`config.mk`:
```
export PLATFORM = sky130hd
export DESIGN_NAME = mops_config_sequencer
export DESIGN_NICKNAME = d
export VERILOG_FILES = /design/src/rtl/mops_config_sequencer.sv
export SDC_FILE = /design/constraint.sdc
export NUM_CORES = 1
export LEC_CHECK = 0
export CAP_MARGIN = 20
export CORE_MARGIN = 2
export CORE_UTILIZATION = 45
export CTS_BUF_LIST = sky130_fd_sc_hd__clkbuf_8 sky130_fd_sc_hd__clkbuf_16
export DETAILED_ROUTE_END_ITERATION = 8
export PLACE_DENSITY = 0.71
export SETUP_SLACK_MARGIN = 0.3
export SLEW_MARGIN = 25
export SYNTH_ARGS = -nofsm -noshare
export SYNTH_HDL_FRONTEND = slang
export SYNTH_SLANG_ARGS = --single-unit
```
`constraint.sdc`:
```
create_clock -name CLK120 -period 2.5 [get_ports CLK120]
set_input_delay 0.25 -clock CLK120 [delete_from_list [all_inputs] [get_ports CLK120]]
set_output_delay 0.25 -clock CLK120 [all_outputs]
set_load 0.05 [all_outputs]
```
`src/rtl/mops_config_sequencer.sv`:
```
// MoPS configuration sequencer: 40 MHz phase strobe, shadow/active
// parameter set with phase-safe commit, settle gating, trigger counting.
module mops_config_sequencer #(
  parameter int ADC_WIDTH    = 12,
  parameter int INT_BITS     = 19,
  parameter int OCC_BITS     = 5,
  parameter int OFS_BITS     = 4,
  parameter int SETTLE_TICKS = 120,
  parameter int CNT_BITS     = 24
) (
  input  logic                 CLK120,
  input  logic                 RESET,
  input  logic                 WR_EN,
  input  logic [3:0]           WR_ADDR,
  input  logic [31:0]          WR_DATA,
  input  logic                 COMMIT,
  output logic                 BUSY,
  output logic [1:0]           ENABLE40,
  output logic [ADC_WIDTH-1:0] MIN0,
  output logic [ADC_WIDTH-1:0] MIN1,
  output logic [ADC_WIDTH-1:0] MIN2,
  output logic [ADC_WIDTH-1:0] MAX0,
  output logic [ADC_WIDTH-1:0] MAX1,
  output logic [ADC_WIDTH-1:0] MAX2,
  output logic [2:0]           TRIG_ENABLE,
  output logic [OCC_BITS-1:0]  OCCUPANCY,
  output logic [INT_BITS-1:0]  INT,
  output logic [OFS_BITS-1:0]  OFS,
  output logic [1:0]           MULTIPLICITY,
  input  logic                 TRIG_IN,
  output logic                 TRIG_OUT,
  input  logic                 COUNT_CLEAR,
  output logic [CNT_BITS-1:0]  TRIG_COUNT
);

  localparam int SW = $clog2(SETTLE_TICKS + 2);

  typedef enum logic [1:0] {
    S_RUN,
    S_PEND,
    S_SETTLE
  } state_t;

  state_t state, state_n;

  logic [SW-1:0] settle_cnt;
  logic          run;
  logic          xfer;
  logic          trig_d;
  logic [1:0]    mult_act;

  logic [ADC_WIDTH-1:0] sh_min0, sh_min1, sh_min2;
  logic [ADC_WIDTH-1:0] sh_max0, sh_max1, sh_max2;
  logic [2:0]           sh_ten;
  logic [OCC_BITS-1:0]  sh_occ;
  logic [INT_BITS-1:0]  sh_int;
  logic [OFS_BITS-1:0]  sh_ofs;
  logic [1:0]           sh_mult;

  logic [ADC_WIDTH-1:0] nx_min0, nx_min1, nx_min2;
  logic [ADC_WIDTH-1:0] nx_max0, nx_max1, nx_max2;
  logic [2:0]           nx_ten;
  logic [OCC_BITS-1:0]  nx_occ;
  logic [INT_BITS-1:0]  nx_int;
  logic [OFS_BITS-1:0]  nx_ofs;
  logic [1:0]           nx_mult;

  logic unused_wr;
  assign unused_wr = ^WR_DATA;

  assign run  = (state == S_RUN);
  assign xfer = (state == S_PEND) && (ENABLE40 == 2'd2);

  always_ff @(posedge CLK120) begin
    if (RESET) begin
      ENABLE40 <= 2'd0;
    end else if (ENABLE40 == 2'd2) begin
      ENABLE40 <= 2'd0;
    end else begin
      ENABLE40 <= ENABLE40 + 2'd1;
    end
  end

  // Next shadow value; the transfer loads from this so a write
  // coincident with the transfer cycle is included.
  always_comb begin
    nx_min0 = sh_min0;
    nx_min1 = sh_min1;
    nx_min2 = sh_min2;
    nx_max0 = sh_max0;
    nx_max1 = sh_max1;
    nx_max2 = sh_max2;
    nx_ten  = sh_ten;
    nx_occ  = sh_occ;
    nx_int  = sh_int;
    nx_ofs  = sh_ofs;
    nx_mult = sh_mult;
    if (WR_EN) begin
      unique case (1'b1)
        WR_ADDR == 4'd0:  nx_min0 = WR_DATA[ADC_WIDTH-1:0];
        WR_ADDR == 4'd1:  nx_min1 = WR_DATA[ADC_WIDTH-1:0];
        WR_ADDR == 4'd2:  nx_min2 = WR_DATA[ADC_WIDTH-1:0];
        WR_ADDR == 4'd3:  nx_max0 = WR_DATA[ADC_WIDTH-1:0];
        WR_ADDR == 4'd4:  nx_max1 = WR_DATA[ADC_WIDTH-1:0];
        WR_ADDR == 4'd5:  nx_max2 = WR_DATA[ADC_WIDTH-1:0];
        WR_ADDR == 4'd6:  nx_ten  = WR_DATA[2:0];
        WR_ADDR == 4'd7:  nx_occ  = WR_DATA[OCC_BITS-1:0];
        WR_ADDR == 4'd8:  nx_int  = WR_DATA[INT_BITS-1:0];
        WR_ADDR == 4'd9:  nx_ofs  = WR_DATA[OFS_BITS-1:0];
        WR_ADDR == 4'd10: nx_mult = WR_DATA[1:0];
        default: ;
      endcase
    end
  end

  always_ff @(posedge CLK120) begin
    if (RESET) begin
      sh_min0 <= '0;
      sh_min1 <= '0;
      sh_min2 <= '0;
      sh_max0 <= '1;
      sh_max1 <= '1;
      sh_max2 <= '1;
      sh_ten  <= '0;
      sh_occ  <= '0;
      sh_int  <= '0;
      sh_ofs  <= '0;
      sh_mult <= '0;
    end else begin
      sh_min0 <= nx_min0;
      sh_min1 <= nx_min1;
      sh_min2 <= nx_min2;
      sh_max0 <= nx_max0;
      sh_max1 <= nx_max1;
      sh_max2 <= nx_max2;
      sh_ten  <= nx_ten;
      sh_occ  <= nx_occ;
      sh_int  <= nx_int;
      sh_ofs  <= nx_ofs;
      sh_mult <= nx_mult;
    end
  end

  always_ff @(posedge CLK120) begin
    if (RESET) begin
      MIN0        <= '0;
      MIN1        <= '0;
      MIN2        <= '0;
      MAX0        <= '1;
      MAX1        <= '1;
      MAX2        <= '1;
      TRIG_ENABLE <= '0;
      OCCUPANCY   <= '0;
      INT         <= '0;
      OFS         <= '0;
      mult_act    <= '0;
    end else if (xfer) begin
      MIN0        <= nx_min0;
      MIN1        <= nx_min1;
      MIN2        <= nx_min2;
      MAX0        <= nx_max0;
      MAX1        <= nx_max1;
      MAX2        <= nx_max2;
      TRIG_ENABLE <= nx_ten;
      OCCUPANCY   <= nx_occ;
      INT         <= nx_int;
      OFS         <= nx_ofs;
      mult_act    <= nx_mult;
    end
  end

  always_ff @(posedge CLK120) begin
    if (RESET) begin
      settle_cnt <= '0;
    end else if (xfer) begin
      settle_cnt <= SW'(SETTLE_TICKS);
    end else if (state == S_SETTLE && ENABLE40 == 2'd0 &&
                 settle_cnt != '0) begin
      settle_cnt <= settle_cnt - 1'b1;
    end
  end

  always_ff @(posedge CLK120) begin
    if (RESET) begin
      state <= S_RUN;
    end else begin
      state <= state_n;
    end
  end

  // Leave SETTLE on the phase-2 cycle so it spans whole 40 MHz ticks.
  always_comb begin
    state_n = state;
    unique case (state)
      S_RUN: begin
        if (COMMIT) state_n = S_PEND;
      end
      S_PEND: begin
        if (ENABLE40 == 2'd2) begin
          state_n = (SETTLE_TICKS == 0) ? S_RUN : S_SETTLE;
        end
      end
      S_SETTLE: begin
        if (COMMIT) begin
          state_n = S_PEND;
        end else if (ENABLE40 == 2'd2 && settle_cnt == '0) begin
          state_n = S_RUN;
        end
      end
      default: state_n = S_RUN;
    endcase
  end

  always_comb begin
    BUSY         = !run;
    MULTIPLICITY = run ? mult_act : 2'd0;
  end

  always_ff @(posedge CLK120) begin
    if (RESET) begin
      TRIG_OUT   <= 1'b0;
      trig_d     <= 1'b0;
      TRIG_COUNT <= '0;
    end else begin
      TRIG_OUT <= TRIG_IN & run;
      trig_d   <= TRIG_IN;
      if (COUNT_CLEAR) begin
        TRIG_COUNT <= '0;
      end else if (TRIG_IN && !trig_d && run && !(&TRIG_COUNT)) begin
        TRIG_COUNT <= TRIG_COUNT + 1'b1;
      end
    end
  end

endmodule

```
==> results.md <==
- The worst setup path is captured at an output pin.
- Dividing total power by cell area gives a power density of 814 nW/µm².
- The footprint of the flip-flops and latches is 4940 µm².
- Global routing consumed, on the met2 layer, 34.1% of the routing resources.
- The maximum buffer depth of the clock tree is 3.
- CTS built an H-tree with a depth of 1.
- After synthesis, the largest family of logic cells by area is simple AND/OR/NAND/NOR gates.
- The worst setup timing slack at the placement stage is 0.238 ns.
- The number of warnings printed during yosys synthesis is 0.
- Clock tree synthesis inserted a total of 25 buffers.
- The final worst-path cycle share is 82.6%.
- The max-capacitance violation count is 0.
- Across every metal layer, demand over resource in global routing totals 20.7%.
- In this run the vertical extent of the chip is 144 µm.
- In the final routed layout, each cell accounts on average for 17.0 µm.
- The average via count per standard cell is 5.27.
- The setup slack after layout is 0.434 ns.
- For this run, global-route usage on met3 was measured as 6.10%.
- The remaining routing DRC violations is 0.
- The number of DRC markers in iteration 0 is 326.
- The critical register-to-register path endpoint is TRIG_COUNT[19].
- The number of inserted filler cells in the final layout is 1698.
- The mux share of post-synthesis cell area is 4.23%.
- The first global-routing pass estimated 34100 µm of wire.
- In this run the register-to-register setup slack is 0.49 ns.
- After clock tree synthesis, the setup repair step added 0 buffers.
- The number of nets in the synthesized netlist is 928.
- The final net count is 1071.
- The number of input and output port buffers inserted is 161.
- Summing all multi-input logic gate instances after layout gives 3560 µm².
- After floorplanning, the core was divided into 51 placement rows.
- The startpoint identified for the worst register-to-register timing path is TRIG_COUNT[16].
- For this block, the via count after detailed routing is 6897.
- The number of pins exceeding their max-slew limit in the final report is 0.
- The startpoint of the lowest-slack hold path is RESET.
- The parity-gate share of the synthesized area counting xor and xnor cells is 2.00%.
- The average size of a mapped cell is 9.94 µm².
- The data arrival time of the critical path is 1.82 ns.
- For this design the static power due to leakage is 0.00488 µW.
- Routability-driven placement finished with a final weighted congestion of 0.827.
- The later-pin clock latency in the skew report is 0.52 ns.
- The adder-cell share of the synthesized area is 0.714%.
- The count of endpoints failing setup in the final report is 0.
- The detailed-routing iteration count for the pre-antenna-repair pass is 4.
- The final hold violation count came to 0.
- The post-synthesis instance total is 881.
- The total power consumption of the routed design is 9370 µW.
- The number of antenna violations at the first check in global routing is 1.
- The kind of critical path is reg -> out.
- Sequential cells were found to cover 56.4% of the synthesized design area.
- The TritonCTS clock tree is done.
- At the pin with the least slew margin, the transition time is 0.822 ns.
- STA classifies the critical path startpoint as a flip-flop.
- Once the floorplan was initialized, standard cells occupied 45.5% of the core.
- The worst-case vdd ir drop is 0.000617 V.
- The mapped cell area is 8760 µm².
- Setup total negative slack on the finished layout was measured at 0 ns.
- Across the routed clock network, the largest skew measured is 0.0111 ns.
- 175 I/O pins were placed.
- The cell count of the worst reg-to-reg path is 4.
- For this run the aggregate overflow at the end of global routing stands at 0.
- The die area is 20600 µm².
- The floorplan step set the die width to 144 µm.
- Summing the areas of all compound-gate instances in the mapped netlist gives 15.3% of the synthesized area.
- The core footprint is 19300 µm².
- After Yosys synthesis, and, or, nand and nor cells account for 18.2% of the synthesized area.
- The flow ran to the end, and the final reports show no timing, DRC or antenna violations.
- The met1 track demand over resource in global routing is 26.7%.
- The worst-case hold path end point is state[1].
- Setup repair after global routing could not meet its margin everywhere.
- The upper clock frequency limit is 484 MHz.
- The half-perimeter wire length of the detailed placement result is 13900 µm.
- Cells with a size suffix above 1 make up 7.19% of the layout.
- Counting every sink on the clock net gives 247.
- The antenna violation net count after detailed routing is 0.
- The flop and latch count out of synthesis is 247.
- The maximum fanout along the worst path is 7.
- The layout overhead on the synthesized area is 31.4%.
- The smallest clock period supported by the final layout is computed as 2.07 ns.
- The register clock-pin slew on the reported worst setup and hold paths is 0.06 ns.
- In this run the most used layer during global routing was met2.
- Data on the critical path is required at its endpoint by 2.25 ns.
- The final routed wirelength across all metal layers is 22300 µm.
- The normalized max-slew margin is 45.0%.
- The worst hold path passes through 2 cells.
- The worst hold path belongs to the class in -> reg.
- The count of different cell masters after synthesis is 45.
- The quantity of hold-fixing buffers added after cts is 0.
- The clock root buffer master is sky130_fd_sc_hd__clkbuf_16.
- The via count of the first global-routing pass is 6293.
- The maximum number of pins on one net before global-route repair is 71.
layer usage:
metal / vias to the layer above / part of all wire [%]
li1: 3378 / -
met1: 3314 / 44
met2: 180 / 47
met3: 23 / 7.2
met4: 2 / 1.4
met5: - / 0.058
power by group:
part	leakage [µW]	internal, µW	switching, µW	total, µW
combinational	0.00243	431	819	1250
clock	0.000447	2390	1530	3920
sequential	0.00200	4100	92.5	4200
cells in the final DEF (no fill, tap or decap), types with 4 or more instances in the layout:
master                            netlist  routed
sky130_fd_sc_hd__dfxtp_1              247     247
sky130_fd_sc_hd__clkdlybuf4s50_1        0     157
sky130_fd_sc_hd__nand2_1              138     138
sky130_fd_sc_hd__nor2_1                72      70
sky130_fd_sc_hd__o22a_1                69      69
sky130_fd_sc_hd__a21oi_1               45      45
sky130_fd_sc_hd__nand3b_1              40      40
sky130_fd_sc_hd__mux2i_1               37      37
sky130_fd_sc_hd__a22o_1                36      36
sky130_fd_sc_hd__clkbuf_16              0      25
sky130_fd_sc_hd__nand3_1               21      21
sky130_fd_sc_hd__buf_4                  1      18
sky130_fd_sc_hd__xor2_1                15      15
sky130_fd_sc_hd__inv_1                  7      11
sky130_fd_sc_hd__nand4_1                9       9
sky130_fd_sc_hd__or3_1                  8       8
sky130_fd_sc_hd__and4_1                 8       8
sky130_fd_sc_hd__o21ai_0                7       7
sky130_fd_sc_hd__o211ai_1               7       7
sky130_fd_sc_hd__and2_1                 6       6
sky130_fd_sc_hd__nand2b_1               5       5
sky130_fd_sc_hd__xnor2_1                5       5
sky130_fd_sc_hd__ha_1                   5       5
sky130_fd_sc_hd__clkbuf_8               0       5
sky130_fd_sc_hd__or2_2                  4       4
sky130_fd_sc_hd__and3_1                 4       4
sky130_fd_sc_hd__bufinv_16              0       4
how the worst max path moves through the flow:
stage / from / endpoint / cells past startpoint
CTS: state[1] / BUSY / 2
detailed placement: WR_EN / MAX0[2] / 6
finish: state[1] / BUSY / 2
floorplan: ENABLE40[0] / MIN0[10] / 8
global route: TRIG_COUNT[16] / TRIG_COUNT[23] / 5
global placement: WR_EN / MAX0[11] / 6
cells in the mapped netlist (all sizes together):
library cell / n / area (µm²)
a211oi: 2 / 20.0
xnor2: 5 / 43.8
o311ai: 1 / 8.76
nor2b: 3 / 18.8
a31o: 1 / 8.76
nand2: 138 / 518
o211ai: 7 / 52.6
ha: 5 / 62.6
mux2i: 37 / 370
nand4: 9 / 56.3
a21oi: 45 / 225
nand3b: 40 / 300
a311oi: 1 / 8.76
nand4b: 1 / 8.76
dfxtp: 247 / 4940
o211a: 1 / 10.0
o41ai: 1 / 8.76
nor4b: 1 / 23.8
nor2: 72 / 270
o21ai: 9 / 52.6
or3: 8 / 50.1
buf: 15 / 73.8
nand3: 21 / 105
nor4: 1 / 6.26
or2: 4 / 25.0
o22a: 69 / 604
a41o: 1 / 10.0
nor3: 4 / 25.0
nand2b: 5 / 31.3
and3: 4 / 25.0
xor2: 15 / 131
clkbuf: 47 / 176
and2: 6 / 37.5
and4: 8 / 70.1
nor3b: 2 / 20.0
o31ai: 1 / 7.51
a31oi: 1 / 6.26
inv: 7 / 26.3
a22o: 36 / 315
cells by family (layout without fill, tap and decap cells):
| logic type | count (synthesis) | after routing |
|---|---|---|
| mux | 37 | 37 |
| compound gates | 176 | 176 |
| buf+inv | 69 | 231 |
| simple gates | 327 | 327 |
| fa+ha+maj | 5 | 5 |
| flops | 247 | 247 |
| other cells | 0 | 1 |
| xor+xnor | 20 | 20 |
area by class of cell:
class,count,share of cell area [%]
well taps,265,2.88
clock inverters,16,1.66
repair buffers,178,15.3
diodes,1,0.0217
flip-flops and latches,247,43.0
clock buffers,30,6.03
inverters,7,0.228
multi-input cells,565,30.9
through the flow:
step / instances / instance area, µm² / utilization, % / hold slack [ns]
floorplan: 881 / 8760 / - / 0.394
global placement: 1262 / 10600 / 55.1 / 0.436
detailed placement: 1262 / 10600 / 55.1 / 0.453
CTS: 1308 / 11500 / 59.7 / 0.141
global route: 1308 / 11500 / 59.7 / 0.145
finish: 1309 / 11500 / 59.7 / 0.147
state kept, by name, summed over array words and instances, names as in the netlist, 3 cells and up:
signal       flops
TRIG_COUNT      24
INT             19
sh_int          19
MAX0            12
MAX1            12
MAX2            12
MIN0            12
MIN1            12
MIN2            12
sh_max0         12
sh_max1         12
sh_max2         12
sh_min0         12
sh_min1         12
sh_min2         12
settle_cnt       7
OCCUPANCY        5
sh_occ           5
OFS              4
sh_ofs           4
TRIG_ENABLE      3
sh_ten           3
what timing repair did:
action / in CTS / in global routing
pin swaps: 0 / 0
resized for setup: 1 / 1
setup endpoints to repair: 1 / 3
endpoints found under the hold margin: 0 / 0
critical path, cell delays in order, from the launching register on:
cell,delay [ns]
sky130_fd_sc_hd__dfxtp_1,0.52
sky130_fd_sc_hd__or2_2,0.24
sky130_fd_sc_hd__dlygate4sd2_1,0.55
No activity file was read; power rests on OpenSTA's default activity.
